### src/rtl/mux_arbiter_if.sv
// -----------------------------------------------------------------------------
// mux_arbiter_if
//   Bundles the flit-side and credit-side signals of the 2:1 switch allocator.
//   slave  : the allocator (consumes valids/types/credits, drives sel/grants)
//   master : the surrounding router / bench (drives valids/types/credits)
// Signals
//   ivalid_0/1   flit valid per input port
//   itype_0/1    flit type field per input port (HEAD/DATA/TAIL/NONE)
//   icredit      one-cycle pulse, one downstream buffer slot freed
//   sel          one-hot mux select (01 = port 0, 10 = port 1, 00 = none)
//   grant_0/1    flit on that port transferred this cycle
//   oen          output flit valid to downstream
//   ocredit_err  sticky credit overflow flag
// -----------------------------------------------------------------------------
`ifndef TYPE_HEAD
`define TYPE_NONE 2'b00
`define TYPE_HEAD 2'b01
`define TYPE_DATA 2'b10
`define TYPE_TAIL 2'b11
`endif

interface mux_arbiter_if;
  logic       ivalid_0;
  logic [1:0] itype_0;
  logic       ivalid_1;
  logic [1:0] itype_1;
  logic       icredit;
  logic [1:0] sel;
  logic       grant_0;
  logic       grant_1;
  logic       oen;
  logic       ocredit_err;

  modport slave (
    input  ivalid_0, itype_0, ivalid_1, itype_1, icredit,
    output sel, grant_0, grant_1, oen, ocredit_err
  );

  modport master (
    output ivalid_0, itype_0, ivalid_1, itype_1, icredit,
    input  sel, grant_0, grant_1, oen, ocredit_err
  );
endinterface

### src/rtl/mux_arbiter.sv
// -----------------------------------------------------------------------------
// mux_arbiter
//   Packet-level switch allocator in front of a 2:1 router output mux.
//   A HEAD flit on either port wins the output (round-robin on ties) and the
//   winner keeps the output until its TAIL flit has been transferred. Flits
//   are only forwarded while the downstream credit counter is non-zero.
// Ports
//   clk    router clock, all state on the rising edge
//   rst_   asynchronous active-low reset
//   bus    mux_arbiter_if.slave (valids, types, credit pulse in;
//          sel, grants, oen, ocredit_err out)
// Parameters
//   CREDITS  downstream buffer depth in flits (credit counter reset value)
//   CNTW     credit counter width, 2**CNTW > CREDITS
// -----------------------------------------------------------------------------
`ifndef TYPE_HEAD
`define TYPE_NONE 2'b00
`define TYPE_HEAD 2'b01
`define TYPE_DATA 2'b10
`define TYPE_TAIL 2'b11
`endif

module mux_arbiter #(
  parameter int CREDITS = 4,
  parameter int CNTW    = 3
) (
  input  logic         clk,
  input  logic         rst_,
  mux_arbiter_if.slave bus
);

  typedef enum logic [1:0] {IDLE, BUSY_0, BUSY_1} state_t;

  localparam logic [CNTW-1:0] CRED_MAX = CNTW'(CREDITS);
  localparam logic [CNTW-1:0] CRED_ONE = CNTW'(1);

  state_t          state;
  state_t          next_state;
  logic [CNTW-1:0] credit_cnt;
  logic            rr_ptr;
  logic            credit_err;
  logic [1:0]      sel_q;

  logic            req_0;
  logic            req_1;
  logic            grant_0;
  logic            grant_1;
  logic            xfer;
  logic            tail_0;
  logic            tail_1;

  assign req_0   = bus.ivalid_0 && (bus.itype_0 == `TYPE_HEAD);
  assign req_1   = bus.ivalid_1 && (bus.itype_1 == `TYPE_HEAD);

  // Grants depend only on registered state/count plus the holding port's valid,
  // so a stalled port (no credit) simply keeps presenting its flit.
  assign grant_0 = (state == BUSY_0) && bus.ivalid_0 && (credit_cnt != '0);
  assign grant_1 = (state == BUSY_1) && bus.ivalid_1 && (credit_cnt != '0);
  assign xfer    = grant_0 || grant_1;
  assign tail_0  = grant_0 && (bus.itype_0 == `TYPE_TAIL);
  assign tail_1  = grant_1 && (bus.itype_1 == `TYPE_TAIL);

  assign bus.grant_0     = grant_0;
  assign bus.grant_1     = grant_1;
  assign bus.oen         = xfer;
  assign bus.sel         = sel_q;
  assign bus.ocredit_err = credit_err;

  // Next-state: arbitration in IDLE, lock release on TAIL transfer.
  always_comb begin
    next_state = state;
    case (state)
      IDLE: begin
        if (req_0 && req_1)
          next_state = rr_ptr ? BUSY_1 : BUSY_0;
        else if (req_0)
          next_state = BUSY_0;
        else if (req_1)
          next_state = BUSY_1;
      end
      BUSY_0: if (tail_0) next_state = IDLE;
      BUSY_1: if (tail_1) next_state = IDLE;
      default: next_state = IDLE;
    endcase
  end

  // State, select register and round-robin pointer. sel is loaded from the
  // next state so it is a clean flop output aligned with the state register.
  always_ff @(posedge clk or negedge rst_) begin
    if (!rst_) begin
      state  <= IDLE;
      sel_q  <= 2'b00;
      rr_ptr <= 1'b0;
    end else begin
      state <= next_state;
      case (next_state)
        BUSY_0:  sel_q <= 2'b01;
        BUSY_1:  sel_q <= 2'b10;
        default: sel_q <= 2'b00;
      endcase
      if (tail_0)
        rr_ptr <= 1'b1;
      else if (tail_1)
        rr_ptr <= 1'b0;
    end
  end

  // Credit counter: a transfer and a returned credit in the same cycle cancel.
  // A credit returned while already full is dropped and flagged until reset.
  always_ff @(posedge clk or negedge rst_) begin
    if (!rst_) begin
      credit_cnt <= CRED_MAX;
      credit_err <= 1'b0;
    end else begin
      if (xfer && !bus.icredit) begin
        credit_cnt <= credit_cnt - CRED_ONE;
      end else if (!xfer && bus.icredit) begin
        if (credit_cnt == CRED_MAX)
          credit_err <= 1'b1;
        else
          credit_cnt <= credit_cnt + CRED_ONE;
      end
    end
  end

endmodule
### src/flat_wrapper.sv
// flat-port wrapper written by rule: the top's interface ports become plain ports
module mux_arbiter_flat 
#(
  parameter int CREDITS = 4,
  parameter int CNTW    = 3
)
  (clk, rst_, bus_ivalid_0, bus_itype_0, bus_ivalid_1, bus_itype_1, bus_icredit, bus_sel, bus_grant_0, bus_grant_1, bus_oen, bus_ocredit_err);
  mux_arbiter_if bus_i ();
  input  logic clk;
  input  logic rst_;
  input wire logic [$bits(bus_i.ivalid_0)-1:0] bus_ivalid_0;
  input wire logic [$bits(bus_i.itype_0)-1:0] bus_itype_0;
  input wire logic [$bits(bus_i.ivalid_1)-1:0] bus_ivalid_1;
  input wire logic [$bits(bus_i.itype_1)-1:0] bus_itype_1;
  input wire logic [$bits(bus_i.icredit)-1:0] bus_icredit;
  output wire logic [$bits(bus_i.sel)-1:0] bus_sel;
  output wire logic [$bits(bus_i.grant_0)-1:0] bus_grant_0;
  output wire logic [$bits(bus_i.grant_1)-1:0] bus_grant_1;
  output wire logic [$bits(bus_i.oen)-1:0] bus_oen;
  output wire logic [$bits(bus_i.ocredit_err)-1:0] bus_ocredit_err;
  assign bus_i.ivalid_0 = bus_ivalid_0;
  assign bus_i.itype_0 = bus_itype_0;
  assign bus_i.ivalid_1 = bus_ivalid_1;
  assign bus_i.itype_1 = bus_itype_1;
  assign bus_i.icredit = bus_icredit;
  assign bus_sel = bus_i.sel;
  assign bus_grant_0 = bus_i.grant_0;
  assign bus_grant_1 = bus_i.grant_1;
  assign bus_oen = bus_i.oen;
  assign bus_ocredit_err = bus_i.ocredit_err;
  mux_arbiter #(.CREDITS(CREDITS), .CNTW(CNTW)) u_core (.clk(clk), .rst_(rst_), .bus(bus_i));
endmodule
### config.mk
export PLATFORM = sky130hd
export DESIGN_NAME = mux_arbiter_flat
export DESIGN_NICKNAME = d
export VERILOG_FILES = /design/src/rtl/mux_arbiter_if.sv /design/src/rtl/mux_arbiter.sv /design/src/flat_wrapper.sv
export SDC_FILE = /design/constraint.sdc
export NUM_CORES = 1
export LEC_CHECK = 0
export ABC_AREA = 1
export CORE_MARGIN = 3
export CORE_UTILIZATION = 38
export DETAILED_ROUTE_END_ITERATION = 10
export PLACE_DENSITY = 0.75
export SYNTH_ARGS = -nofsm -noshare
export SYNTH_HDL_FRONTEND = slang
export SYNTH_SLANG_ARGS = --single-unit
### constraint.sdc
create_clock -name clk -period 3.9 [get_ports clk]
set_input_delay 0.39 -clock clk [delete_from_list [all_inputs] [get_ports clk]]
set_output_delay 0.39 -clock clk [all_outputs]
set_load 0.05 [all_outputs]
Word level (Yosys, flattened, before mapping)
Index checks and enable logic that the tools add are counted.
Storage, ports and cells
  word-level logic and storage cells: 51
  input port bits: 9
  register bits: 9
  output and inout bits: 6
Operators by class
  equal/unequal tests: 10
  bitwise operators: 1
  multiplexer cells: 13
  reduce and logical (&&, ||, !) cells: 20
  add/sub/neg operators: 2
Operators with widths (number)
  2-bit 2-to-1 mux: 6
  1-bit logical AND: 11
  3-bit 2-to-1 mux: 3
  2-bit by 1-bit equality test with 1-bit output (second input constant): 4
  2-bit equality test (second input constant): 4
  2-bit case mux with 3 select lines: 1
  2-bit case mux with 2 select lines: 1
  2-bit nonzero test: 2
  3-bit by 1-bit adder with 3-bit output (second input constant): 1
  3-bit equality test (second input constant): 1
  3-bit AND reduction: 1
  3-bit nonzero test: 1
  3-bit by 1-bit subtractor with 3-bit output (second input constant): 1
  1-bit zero test: 2
  2-bit zero test: 1
  1-bit 2-to-1 mux: 2
  2-bit by 1-bit inequality test with 1-bit output (second input constant): 1
  2-bit AND reduction: 1
  1-bit logical OR: 1
  1-bit NOT: 1

Logic depth before layout (Yosys ltp)
  depth after elaboration: 8
  depth in mapped cells: 15
  depth with buffers taken out: 15

Least setup slack after synthesis
No wires, ideal clock.
  path type: register to register
  start point: register u_core.credit_cnt[2]
  end point: register u_core.credit_cnt[2]
  slack: 1.743 ns
  stages on the path, launching flop included: 14
  arrival: 2.081 ns
  period minus slack after synthesis: 2.157 ns
  required time: 3.825 ns
  library setup time: 0.075 ns
  path buffers: 0
  cells stage by stage: dfstp_2 inv_2 nand2_4 nand2_2 inv_2 nor2_4 inv_2 ha_1 inv_1 fa_1 nand3_1 nand2_1 nand2_1 nand2_1
Between the ends
  longest elaborated chain between the ends: 7
  elaborated cells on any way between the ends: 16
  those cells by class: add/sub (2); eq/ne (2); mux (3); reduce/logical (9)
RTL lines
  start, declared: RTL line mux_arbiter.sv:39  | logic [CNTW-1:0] credit_cnt;
  start signal, assigned: RTL line mux_arbiter.sv:116  | credit_cnt <= credit_cnt - CRED_ONE;
  start signal, assigned: RTL line mux_arbiter.sv:121  | credit_cnt <= credit_cnt + CRED_ONE;
  3-bit nonzero test *: RTL line mux_arbiter.sv:58  | assign grant_1 = (state == BUSY_1) && bus.ivalid_1 && (credit_cnt != '0);
  1-bit logical AND *: RTL line mux_arbiter.sv:58
  named net bus_grant_1: RTL line flat_wrapper.sv:18  | output wire logic [$bits(bus_i.grant_1)-1:0] bus_grant_1;
  1-bit logical OR *: RTL line mux_arbiter.sv:59  | assign xfer = grant_0 || grant_1;
  named net bus_oen: RTL line flat_wrapper.sv:19  | output wire logic [$bits(bus_i.oen)-1:0] bus_oen;
  1-bit zero test: RTL line mux_arbiter.sv:117  | end else if (!xfer && bus.icredit) begin
  1-bit logical AND: RTL line mux_arbiter.sv:117
  2-bit nonzero test (no line)
  2-bit AND reduction (no line)
Mark *: on every way through the listed nets, which the timed path passes. The rest lies on a longest branch. The select of a mux whose other input is x is not followed.
A chain may end at the register's enable or synchronous reset.

Final worst setup path
  start point: input port bus_ivalid_1
  end point: output port bus_oen
Between the ends
  longest elaborated chain between the ends: 3
RTL lines
  start, declared: RTL line flat_wrapper.sv:13  | input wire logic [$bits(bus_i.ivalid_1)-1:0] bus_ivalid_1;
  1-bit logical AND (2 in series): RTL line mux_arbiter.sv:58
  1-bit logical OR: RTL line mux_arbiter.sv:59
  end, declared: RTL line flat_wrapper.sv:19
Every way passes these cells.

==> summary.md <==
| Metric | Value |
|---|---|
| Die area | `2017 sq um` |
| Setup CP Type | `in2out` |
| Max incr delay on CP | `a little under 0.8 ns` |
| Power share of the sequential group | `0.294` |
| CP Cell Sequence | `clkdlybuf4s50_1 > inv_1 > nor2_2 > nand2_2 > inv_2 > nor2_4 > inv_2 > clkdlybuf4s50_1` |
| WL met1 | `about 410 um` |
| Setup Skew | `between 0.006 and 0.007 ns` |
| Top-level I/O count | `15` |
| Switching part of the total | `0.4887` |
| Critical path peak fanout | `3` |
| Final setup viols | `0` |
| Clock share of power | `0.123` |
| Depth of the CTS H-tree | `1` |
| XOR/XNOR share of the synthesized area | `0` |
| Most common cell after layout, fill and taps aside | `nand2_1` |
| Ant diodes | `0` |
| Startpoint Class | `primary input` |
| Via count | `about 520` |
| Worst reg2reg path depth | `10` |
| Status | `completed` |
| Post-synthesis compound-gate area fraction | `0.02391` |
| HP Class | `in2async` |
| CTS Root Cell | `clkbuf_4` |
| RR Endpoint | `u_core.credit_cnt[1]` |
| Drt total wl | `just over 1000 um` |
| Post-route setup slack | `~1.4 ns` |
| Post-synthesis mux area share | `0` |
| First-pass GRT wire length | `1759 um` |
| Worst r2r src | `u_core.credit_cnt[0]` |
| Clock tree buffer depth | `2` |
| Unique masters post-synth | `16` |
| Post-synthesis sequential area ratio | `0.3935` |
| Die Y | `between 40 and 50 um` |
| Worst path top cell family by delay | `buffers and inverters` |
| Nets | `between 100 and 150` |
| Max-slew violations | `0` |
| All-Layer GR Usage | `0.1224` |
| Slew @ Worst Pin | `between 0.4 and 0.5 ns` |
| RSZ-0062 raised after global routing | `no` |
| Max cap viols | `0` |
| Port Buffers | `14` |
| Cells after synthesis | `80` |
| Post-Synth Adder-Cell Area | `0.07826` |
| Leak Pwr | `approximately 0.44 nW` |
| Cell Rows | `13` |
| Setup TNS | `0 ns` |
| Slowest-stage cell, CP | `clkdlybuf4s50_1` |
| Syn Area/Cell | `around 7 sq um` |
| DR pass1 iterations | `1` |
| WL met2 | `around 500 um` |
| Final hold vios | `0` |
| Drt via density | `approximately 4.6` |
| Fmax achieved | `around 0.41 GHz` |
| Post-CTS setup buffers | `0` |
| Register bit total from synthesis | `9` |
| Core region area | `roughly 1400 sq um` |
| Num CTS Buffers | `3` |
| Post-layout min period | `about 2.5 ns` |
| Post-synthesis cell area | `575.6 sq um` |
| Pwr per Cell Area | `773.4 nW/um^2` |
| Top routing layer in use | `met4` |
| Buf/Inv on CP | `5` |
| Critical Path AT | `roughly 2.1 ns` |
| Largest family of logic cells by synthesized area | `simple AND/OR/NAND/NOR gates` |
| Initial Utilization | `0.4212` |
| Antenna violations before repair | `0` |
| Area Overhead vs Synth | `32.17%` |
| Share of post-route cells with drive strength above 1 | `0.1735` |
| CTS tree | `built` |
| FF-to-FF setup slack | `just under 2 ns` |
| Logic pwr share | `0.583` |
| Clock sink count | `9` |
| Wire per inst | `9.018 um` |
| Initial DRC count | `0` |
| Fill count | `144` |
| Clock Latency Late Sink | `approximately 0.26 ns` |
| Peak VDD IR | `0.0004052 V` |
| Net count after synthesis | `92` |
| DRC viols | `0` |
| CP endpoint kind | `output pin` |
| Met3 WL | `between 70 and 80 um` |
| Final ANT Viol Nets | `0` |
| Internal power | `about 0.0003 W` |
| Sw Pwr | `0.0002876 W` |
| Post-cts sizing count | `0` |
| Die W | `~45 um` |
| Simple-gate share of the synthesized area | `0.3739` |
| Pre-CTS setup slack | `1.425 ns` |
| CTS Hold Bufs | `0` |
| Most frequent cells in the layout | `nand2_1, inv_1, clkdlybuf4s50_1` |
| Detail Placement HPWL | `882.9 um` |
| Required @ worst endpoint | `3.51 ns` |
| GPL Wtd Cong | `just under 0.8` |
| Number of global-route vias before repair | `roughly 500` |
| Pin count of the biggest net entering global routing | `10` |
| Synth warnings | `0` |
| Grt total ovfl | `0` |
| Clock slew at reported path FFs | `around 0.060 ns` |
| Relative slew slack | `0.6690` |
| Period utilization | `0.6308` |
-- cell type report --
| cell class | count | area, sq um | area share |
|---|---|---|---|
| inverter | 20 | 75.07 | 0.09868 |
| timing repair buffer | 14 | 140.1 | 0.1842 |
| tap | 15 | 18.77 | 0.02467 |
| clock buffer | 4 | 26.28 | 0.03454 |
| multi-input combinational | 51 | 274.0 | 0.3602 |
| sequential | 9 | 226.5 | 0.2977 |
-- worst max-delay path by stage --
stage                               startpoint                   end  cells after the start
after floorplan           u_core.credit_cnt[2]  u_core.credit_cnt[2]                     13
after global placement            bus_ivalid_1               bus_oen                      8
after detailed placement          bus_ivalid_1               bus_oen                      8
after CTS                         bus_ivalid_1               bus_oen                      8
after global routing              bus_ivalid_1               bus_oen                      8
final                             bus_ivalid_1               bus_oen                      8
-- state kept, by name, summed over array words and instances, names as in the netlist --
| register | count |
|---|---|
| u_core.credit_cnt | 3 |
| u_core.bus.sel | 2 |
| u_core.state | 2 |
| u_core.bus.ocredit_err | 1 |
| u_core.rr_ptr | 1 |
-- routing by layer --
metal  vias to the layer above  global-route usage
met4                         0             0.06433
met3                         4             0.05578
met5                         -                   0
met2                        15              0.2235
li1                        270                   -
met1                       230              0.1117
-- synthesized netlist by cell type --
library cell | count | area share
dfrtp_1 | 8 | 0.35
inv_2 | 5 | 0.033
nand2_1 | 30 | 0.20
nand2_4 | 1 | 0.020
nor2_1 | 3 | 0.020
nand3_1 | 4 | 0.035
nor2_4 | 2 | 0.039
dfstp_2 | 1 | 0.046
ha_1 | 2 | 0.043
nand2_2 | 2 | 0.022
o21ai_0 | 1 | 0.0087
nor2_2 | 2 | 0.022
fa_1 | 1 | 0.035
inv_1 | 15 | 0.098
a31o_2 | 1 | 0.015
nand4_1 | 2 | 0.022
-- kinds of logic (layout without fill, tap and decap cells) --
family / count (synthesis) / count (layout)
simple gates: 46 / 46
buf+inv: 20 / 38
flops: 9 / 9
fa+ha+maj: 3 / 3
compound gates: 2 / 2
-- through the flow --
stage	instance area [sq um]	cells	hold WS (ns)	util	total power (W)
2_1_floorplan	575.6	80	0.09441	-	0.0004248
6_report	760.7	113	0.4166	0.5568	0.0005884
3_5_place_dp	734.5	109	0.4655	0.5375	0.0005182
3_3_place_gp	734.5	109	0.4511	0.5375	0.0005116
5_1_grt	760.7	113	0.4371	0.5568	0.0006401
4_1_cts	760.7	113	0.4238	0.5568	0.0005975
-- power by group through the flow --
stage | Combinational, W | Sequential (W) | Clock [W]
after floorplan | 0.000210 | 0.000215 | 0
after global placement | 0.000340 | 0.000172 | 0
after detailed placement | 0.000346 | 0.000172 | 0
after CTS | 0.000347 | 0.000173 | 0.0000773
after global routing | 0.000381 | 0.000178 | 0.0000810
final | 0.000343 | 0.000173 | 0.0000724
Note: power is estimated with default switching activity, not from simulation.
